File: config.mk
export PLATFORM = sky130hd
export DESIGN_NAME = i_decode
export DESIGN_NICKNAME = d
export VERILOG_FILES = /design/src/rtl/i_decode.sv
export SDC_FILE = /design/constraint.sdc
export NUM_CORES = 2
export LEC_CHECK = 0
export ABC_AREA = 1
export CAP_MARGIN = 10
export CORE_MARGIN = 2
export CORE_UTILIZATION = 45
export DETAILED_ROUTE_END_ITERATION = 8
export SETUP_SLACK_MARGIN = 0.02
export SYNTH_ARGS = -nofsm -noshare
export SYNTH_HDL_FRONTEND = slang
export SYNTH_SLANG_ARGS = --single-unit
export TNS_END_PERCENT = 10
File: constraint.sdc
create_clock -name clk -period 4.8 [get_ports clk]
set_clock_uncertainty 0.2 [all_clocks]
set_input_delay 0.96 -clock clk [delete_from_list [all_inputs] [get_ports clk]]
set_output_delay 0.96 -clock clk [all_outputs]
set_load 0.005 [all_outputs]
File: src/rtl/i_decode.sv
// i_decode: decode stage of the 5-stage DLX pipeline.
// Owns the 32x32 register file, splits instruction fields, resolves
// branches and jumps in ID, detects load-use and branch-operand hazards,
// and registers the ID/EX bundle consumed by the execute stage.
module i_decode #(
  parameter int NREGS    = 32,
  parameter int LINK_REG = 31
) (
  input  logic        clk,
  input  logic        rst_n,
  input  logic [0:31] instr,
  input  logic [0:31] pc_plus_four,
  input  logic        wb_we,
  input  logic [0:4]  wb_rd,
  input  logic [0:31] wb_data,
  input  logic [0:4]  mem_rd,
  input  logic        mem_mem_read,
  output logic        reg_lock,
  output logic        jump_or_branch,
  output logic [0:31] target,
  output logic [0:31] ex_a,
  output logic [0:31] ex_b,
  output logic [0:31] ex_imm,
  output logic [0:4]  ex_rd,
  output logic        ex_we,
  output logic        ex_mem_read,
  output logic        ex_mem_write,
  output logic        ex_alu_src,
  output logic [0:5]  ex_alu_op,
  output logic [0:31] ex_pc_plus_four
);

  localparam logic [5:0] OP_J     = 6'h02;
  localparam logic [5:0] OP_JAL   = 6'h03;
  localparam logic [5:0] OP_BEQZ  = 6'h04;
  localparam logic [5:0] OP_BNEZ  = 6'h05;
  localparam logic [5:0] OP_ANDI  = 6'h0C;
  localparam logic [5:0] OP_XORI  = 6'h0E;
  localparam logic [5:0] OP_JR    = 6'h12;
  localparam logic [5:0] OP_JALR  = 6'h13;
  localparam logic [5:0] FUNC_ADD = 6'h20;
  localparam logic [4:0] LINK_RD  = 5'(LINK_REG);

  function automatic logic signed [31:0] sext16(input logic [15:0] v);
    return {{16{v[15]}}, v};
  endfunction

  function automatic logic signed [31:0] sext26(input logic [25:0] v);
    return {{6{v[25]}}, v};
  endfunction

  // Instruction fields (bit 0 of instr is the MSB)
  logic [5:0]  op;
  logic [4:0]  rs1;
  logic [4:0]  rs2;
  logic [4:0]  rd_r;
  logic [5:0]  func;
  logic [15:0] imm16;
  logic [25:0] off26;

  assign op    = instr[0:5];
  assign rs1   = instr[6:10];
  assign rs2   = instr[11:15];
  assign rd_r  = instr[16:20];
  assign func  = instr[26:31];
  assign imm16 = instr[16:31];
  assign off26 = instr[6:31];

  // Instruction classes; anything unrecognised decodes as a non-writing op
  logic is_r, is_load, is_store, is_alui, is_br, is_j, is_jal, is_jr, is_jalr, is_zext;

  assign is_r     = (op == 6'h00) || (op == 6'h01);
  assign is_load  = (op == 6'h20) || (op == 6'h21) || (op == 6'h23) ||
                    (op == 6'h24) || (op == 6'h25);
  assign is_store = (op == 6'h28) || (op == 6'h29) || (op == 6'h2B);
  assign is_alui  = ((op >= 6'h08) && (op <= 6'h0F)) || ((op >= 6'h14) && (op <= 6'h1F));
  assign is_br    = (op == OP_BEQZ) || (op == OP_BNEZ);
  assign is_j     = (op == OP_J);
  assign is_jal   = (op == OP_JAL);
  assign is_jr    = (op == OP_JR);
  assign is_jalr  = (op == OP_JALR);
  assign is_zext  = (op >= OP_ANDI) && (op <= OP_XORI);

  // Register file; r0 is never written and always reads zero
  logic [31:0] regs [NREGS];

  // Writeback port into the register file, cleared on reset
  always_ff @(posedge clk or negedge rst_n) begin
    if (!rst_n) begin
      for (int i = 0; i < NREGS; i++) regs[i] <= '0;
    end else if (wb_we && (wb_rd != 5'd0)) begin
      regs[wb_rd] <= wb_data;
    end
  end

  // Reads see a same-cycle writeback so WB->ID needs no extra stall
  logic [31:0] rs1_val;
  logic [31:0] rs2_val;

  assign rs1_val = (rs1 == 5'd0) ? 32'd0 : (wb_we && (wb_rd == rs1)) ? wb_data : regs[rs1];
  assign rs2_val = (rs2 == 5'd0) ? 32'd0 : (wb_we && (wb_rd == rs2)) ? wb_data : regs[rs2];

  // Hazards: only sources the instruction really reads can cause a stall
  logic squash;
  logic uses_rs1, uses_rs2, load_use, br_hazard, taken, bubble;

  assign uses_rs1  = is_r | is_load | is_store | is_alui | is_br | is_jr | is_jalr;
  assign uses_rs2  = is_r | is_store;
  assign load_use  = ex_mem_read && (ex_rd != 5'd0) &&
                     ((uses_rs1 && (ex_rd == rs1)) || (uses_rs2 && (ex_rd == rs2)));
  assign br_hazard = (is_br | is_jr | is_jalr) && (rs1 != 5'd0) &&
                     ((ex_we && (ex_rd == rs1)) || (mem_mem_read && (mem_rd == rs1)));
  assign reg_lock  = rst_n & ~squash & (load_use | br_hazard);

  assign taken = ((op == OP_BEQZ) && (rs1_val == 32'd0)) ||
                 ((op == OP_BNEZ) && (rs1_val != 32'd0)) ||
                 is_j || is_jal || is_jr || is_jalr;
  assign jump_or_branch = rst_n & ~squash & ~reg_lock & taken;
  assign bubble = squash | reg_lock;

  logic signed [31:0] br_off;
  logic signed [31:0] jmp_off;

  assign br_off  = sext16(imm16);
  assign jmp_off = sext26(off26);

  // Redirect address; wraps modulo 2^32
  always_comb begin
    if (is_jr || is_jalr)     target = rs1_val;
    else if (is_j || is_jal)  target = pc_plus_four + jmp_off;
    else                      target = pc_plus_four + br_off;
  end

  // ---- stage p0: decoded ID/EX bundle (bubble when stalled or squashed) ----
  logic [31:0] a_p0, b_p0, imm_p0, pc4_p0;
  logic [4:0]  rd_p0;
  logic [5:0]  alu_op_p0;
  logic        we_p0, mr_p0, mw_p0, src_p0;

  // Build the next ID/EX bundle from the current instruction
  always_comb begin
    a_p0      = rs1_val;
    b_p0      = rs2_val;
    imm_p0    = is_zext ? {16'h0000, imm16} : br_off;
    pc4_p0    = pc_plus_four;
    mr_p0     = is_load;
    mw_p0     = is_store;
    src_p0    = is_load | is_store | is_alui;
    alu_op_p0 = is_r ? func : op;
    rd_p0     = 5'd0;
    if (is_r)                  rd_p0 = rd_r;
    else if (is_load | is_alui) rd_p0 = rs2;
    if (is_jal | is_jalr) begin
      a_p0      = pc_plus_four;
      b_p0      = 32'd0;
      alu_op_p0 = FUNC_ADD;
      rd_p0     = LINK_RD;
    end
    we_p0 = (rd_p0 != 5'd0);
    if (bubble) begin
      a_p0      = 32'd0;
      b_p0      = 32'd0;
      imm_p0    = 32'd0;
      pc4_p0    = 32'd0;
      rd_p0     = 5'd0;
      alu_op_p0 = 6'd0;
      we_p0     = 1'b0;
      mr_p0     = 1'b0;
      mw_p0     = 1'b0;
      src_p0    = 1'b0;
    end
  end

  // ---- stage p1: ID/EX register ----
  // Load the ID/EX bundle every cycle; reset produces a NOP
  always_ff @(posedge clk or negedge rst_n) begin
    if (!rst_n) begin
      ex_a            <= '0;
      ex_b            <= '0;
      ex_imm          <= '0;
      ex_pc_plus_four <= '0;
      ex_rd           <= '0;
      ex_alu_op       <= '0;
      ex_we           <= 1'b0;
      ex_mem_read     <= 1'b0;
      ex_mem_write    <= 1'b0;
      ex_alu_src      <= 1'b0;
    end else begin
      ex_a            <= a_p0;
      ex_b            <= b_p0;
      ex_imm          <= imm_p0;
      ex_pc_plus_four <= pc4_p0;
      ex_rd           <= rd_p0;
      ex_alu_op       <= alu_op_p0;
      ex_we           <= we_p0;
      ex_mem_read     <= mr_p0;
      ex_mem_write    <= mw_p0;
      ex_alu_src      <= src_p0;
    end
  end

  // Kill the instruction fetched behind a taken redirect (no delay slot)
  always_ff @(posedge clk or negedge rst_n) begin
    if (!rst_n) squash <= 1'b0;
    else        squash <= jump_or_branch;
  end

endmodule

==> results list <==
- The detailed router finished its first iteration with 8950 violations.
* Smallest hold slack: 0.191 ns
- Buffers added on ports: 286
- Element type at the critical path end: output port
- After synthesis, the most frequently instantiated cells are 2050 x sky130_fd_sc_hd__nand2_1, 1675 x sky130_fd_sc_hd__o21ai_0, 1153 x sky130_fd_sc_hd__dfrtp_1.
- The die covers 146000 um2.
* Netlist Area Pre-Place: 64500 um2
- Actual transition at the worst max-transition pin: 1.22 ns
- Setup repair after global routing could not meet its margin everywhere.
- Counting every sink on the clock net gives 1153.
* H-tree Lvls: 4
- VDD sags by at most 0.000407 V.
- Floorplan die width: 383 um
- The number of endpoints with negative hold slack in the final report came to 0.
- Root cell of the clock tree: sky130_fd_sc_hd__clkbuf_16
- Of the cells placed in the final design, the portion with a size suffix greater than 1 is 0.121.
- A synthesized cell averages 7.27 um2.
* Worst EP required: 3.64 ns
- From bottom edge to top edge, the die measures 383 um.
- Post-synthesis async set-or-reset flop share: 1.00
* Non-filler instance count after layout: 11200
- Total setup violations reported at the end of the flow: 0
- DRC violation count after routing: 10
* Result of the run: complete, but fails checks
- Yosys instantiated no cell more often than sky130_fd_sc_hd__nand2_1.
* Crit start category: primary input
- Pins Over Slew Limit: 0
* Fin nets: 9318
- Entering global routing, the biggest net connects 218 pins.
* Seq/Total Area, Yosys: 0.447
* Most used DFF post-synth: sky130_fd_sc_hd__dfrtp_1
- TritonCTS built the clock tree.
- Relative to the synthesized area, the layout overhead comes to 21.7%.
* Register bit total from synthesis: 1153
* Total Neg Setup Slack: 0 ns
* Utilization after layout: 0.553
* Worst slew margin relative to its limit: 0.184
* Antenna-violating nets left: 0
- Clock latency at the later pin of the worst-skew pair: 0.79 ns
- Per-cell routed wire length: 24.5 um
* Number of buffers inserted during clock tree synthesis: 135
- Total routed wirelength: 274 mm
- Number of synthesized flops with an enable pin: 0
- The via count of the first global-routing pass is 60900.
- The netlist uses 53 different library cells.
* Gr ovfl total: 0
- I/O pin count: 287
- At the end of routability-driven placement, the weighted congestion stood at 0.919.
- Via count normalized by instance count: 5.92
- In this run the core area contains 138 standard-cell rows.
- Inst Count DP: 10900
- Yosys printed 0 warnings.
- In this run the power density over the cells is 384 nW/um2.
* Top-area cell type share of the netlist area: 0.447
- In the synthesized netlist, the number of instances is 8868.
- Max-cap violations in this run came to 0.
- Failing checks: DRC
- Counting the fill cells in the layout gives 13500.
* Static leakage: 0.0364 uW
- Counting along the longest clock path gives a buffer depth of 3.
- The wire-length estimate of the detail-placed layout is 165 mm.
- In the post-synthesis netlist, the biggest area contributors are sky130_fd_sc_hd__dfrtp_1 45%, sky130_fd_sc_hd__o21ai_0 13%, sky130_fd_sc_hd__nand2_1 12%.
- For this run, the top clock speed supported by timing is 210 MHz.
- Area of the placeable core: 142000 um2
- For the worst setup path, the data arrival time is 3.61 ns.
- Worst setup margin: 0.0343 ns
- Count of vias placed by the detailed router: 66200
- Of the available clock period, the critical path in the final layout requires 0.993.
- The critical path is of the primary input to output port type.
- The largest total area in the synthesized netlist belongs to sky130_fd_sc_hd__dfrtp_1.
- The worst path needs 4.77 ns of the cycle, external delays included.
- Across every metal layer, demand over resource in global routing totals 0.366.
* Number of detailed-route iterations in the first pass: 9
- Starting Density: 0.455
- Clock-pin slew was measured on the worst setup and hold paths at 0.05 ns.
* Number of nets in the synthesized netlist: 9010
* Critical path fanouts, max: 5
- The number of antenna violations at the first check in global routing came to 3.
- Prior to clock tree synthesis, the placed netlist has a worst setup slack of -1.02 ns.
- First-pass GRT wire length: 402 mm
* Min-delay worst type: register to register
==> worst paths after layout <==
kind / from / end / slack [ns] / depth (start not counted)
setup / recovery: instr[3] / target[1] / 0.03 / 24
hold / removal: regs[1021] / regs[1021] / 0.19 / 0
setup reg to reg: ex_rd[3] / ex_b[13] / 1.95 / 12
hold reg to reg: regs[1021] / regs[1021] / 0.19 / 0
max in group asynchronous: rst_n / regs[183] / 1.98 / 4
min in group asynchronous: rst_n / regs[513] / 0.51 / 2
==> cell type report <==
cell class              count  area, um2  share of cell area
multi-input cells        6140      30000               0.382
flip-flops and latches   1153      28900               0.368
repair buffers            970       9800               0.125
clock buffers             195       3930              0.0501
inverters                 776       2960              0.0377
well taps                1890       2360              0.0301
clock inverters            46        607             0.00773
diodes                      2       5.00           0.0000638
==> layout by cell type (no fill, tap or decap), types with 11 or more instances in the layout <==
cell,netlist,final
sky130_fd_sc_hd__a31oi_1,24,24
sky130_fd_sc_hd__nor3_1,37,35
sky130_fd_sc_hd__o21ai_1,32,43
sky130_fd_sc_hd__clkdlybuf4s50_1,0,228
sky130_fd_sc_hd__nand2_4,1,15
sky130_fd_sc_hd__buf_4,48,534
sky130_fd_sc_hd__nand3_1,813,804
sky130_fd_sc_hd__ha_1,31,16
sky130_fd_sc_hd__clkbuf_1,546,32
sky130_fd_sc_hd__o211ai_1,263,263
sky130_fd_sc_hd__clkbuf_16,0,144
sky130_fd_sc_hd__clkbuf_8,0,24
sky130_fd_sc_hd__ha_4,0,13
sky130_fd_sc_hd__inv_1,757,742
sky130_fd_sc_hd__dlymetal6s2s_1,0,12
sky130_fd_sc_hd__o21ai_2,2,18
sky130_fd_sc_hd__clkinv_2,0,21
sky130_fd_sc_hd__dlygate4sd2_1,0,20
sky130_fd_sc_hd__xor2_1,16,16
sky130_fd_sc_hd__buf_6,33,18
sky130_fd_sc_hd__inv_2,11,21
sky130_fd_sc_hd__nand2_2,1,33
sky130_fd_sc_hd__o221ai_1,67,67
sky130_fd_sc_hd__buf_12,0,123
sky130_fd_sc_hd__o21ai_0,1675,1643
sky130_fd_sc_hd__or2_2,23,22
sky130_fd_sc_hd__bufinv_16,0,12
sky130_fd_sc_hd__nand2_1,2050,2003
sky130_fd_sc_hd__dfrtp_1,1153,1153
sky130_fd_sc_hd__or2_1,29,28
sky130_fd_sc_hd__a21oi_1,559,548
sky130_fd_sc_hd__nor2_4,1,13
sky130_fd_sc_hd__nor2_1,443,425
sky130_fd_sc_hd__buf_2,137,11
==> routing by layer <==
layer  global-route usage  vias to the layer above  routed length (um)
li1                     -                    30000                   -
met1                0.503                    31400              111000
met2                0.551                     3970              118000
met3               0.0705                      776               29600
met4                0.182                        2               14900
met5                    0                        -                  19
==> registers in the layout, indices dropped and copies added (netlist names) <==
name / count
ex_alu_src: 1
regs: 1024
ex_alu_op: 6
ex_rd: 5
ex_pc_plus_four: 32
ex_mem_write: 1
ex_mem_read: 1
ex_imm: 17
ex_a: 32
squash: 1
ex_b: 32
ex_we: 1
==> power by group <==
group | switching (uW) | internal, uW | total [uW]
clock | 4380 | 6340 | 10700
combinational | 4110 | 2720 | 6820
sequential | 1100 | 11500 | 12600
total | 9590 | 20500 | 30100
==> critical path, stage by stage <==
cell	delay (ns)
sky130_fd_sc_hd__buf_8	0.10
sky130_fd_sc_hd__nor2_4	0.11
sky130_fd_sc_hd__inv_2	0.06
sky130_fd_sc_hd__nor3_4	0.16
sky130_fd_sc_hd__nand2_4	0.10
sky130_fd_sc_hd__buf_6	0.13
sky130_fd_sc_hd__buf_6	0.12
sky130_fd_sc_hd__o21ai_4	0.12
sky130_fd_sc_hd__inv_2	0.05
sky130_fd_sc_hd__ha_4	0.27
sky130_fd_sc_hd__buf_6	0.12
sky130_fd_sc_hd__nand2_4	0.06
sky130_fd_sc_hd__nor4_4	0.29
sky130_fd_sc_hd__nand3_1	0.14
sky130_fd_sc_hd__nand3_2	0.13
sky130_fd_sc_hd__nand3_2	0.09
sky130_fd_sc_hd__nand2_4	0.08
sky130_fd_sc_hd__buf_6	0.10
sky130_fd_sc_hd__nand2_4	0.03
sky130_fd_sc_hd__nand2_1	0.06
sky130_fd_sc_hd__nand2_1	0.06
sky130_fd_sc_hd__nand3_2	0.07
sky130_fd_sc_hd__o21ai_2	0.06
sky130_fd_sc_hd__buf_2	0.13
==> kinds of logic (layout without fill, tap and decap cells) <==
logic type	count (synthesis)	in the layout	share of synthesized area
AOI/OAI and AO/OA	2659	2659	0.223
xor gates and xnor gates	24	24	0.00326
adders and majority gates	32	32	0.00632
buffers and inverters	1575	1987	0.101
DFF	1153	1153	0.447
muxes	1	1	0.000155
other	0	2	0
and+or+nand+nor	3424	3424	0.220
==> through the flow <==
step	area (um2)	total power, uW
floorplan	64500	16300
global placement	72800	19100
detailed placement	72800	19300
CTS	77900	30000
global route	78500	31600
finish	78500	30100
==> repair_timing <==
item / CTS / global route
hold endpoints to repair: 46 / 0
buffers inserted: 22 / 6
cloned: 1 / 5
pin swaps: 32 / 30
resized for setup: 191 / 116
setup endpoints to repair: 27 / 26
hold buffers: 1 / 0
Power figures use the tool's default switching activity.
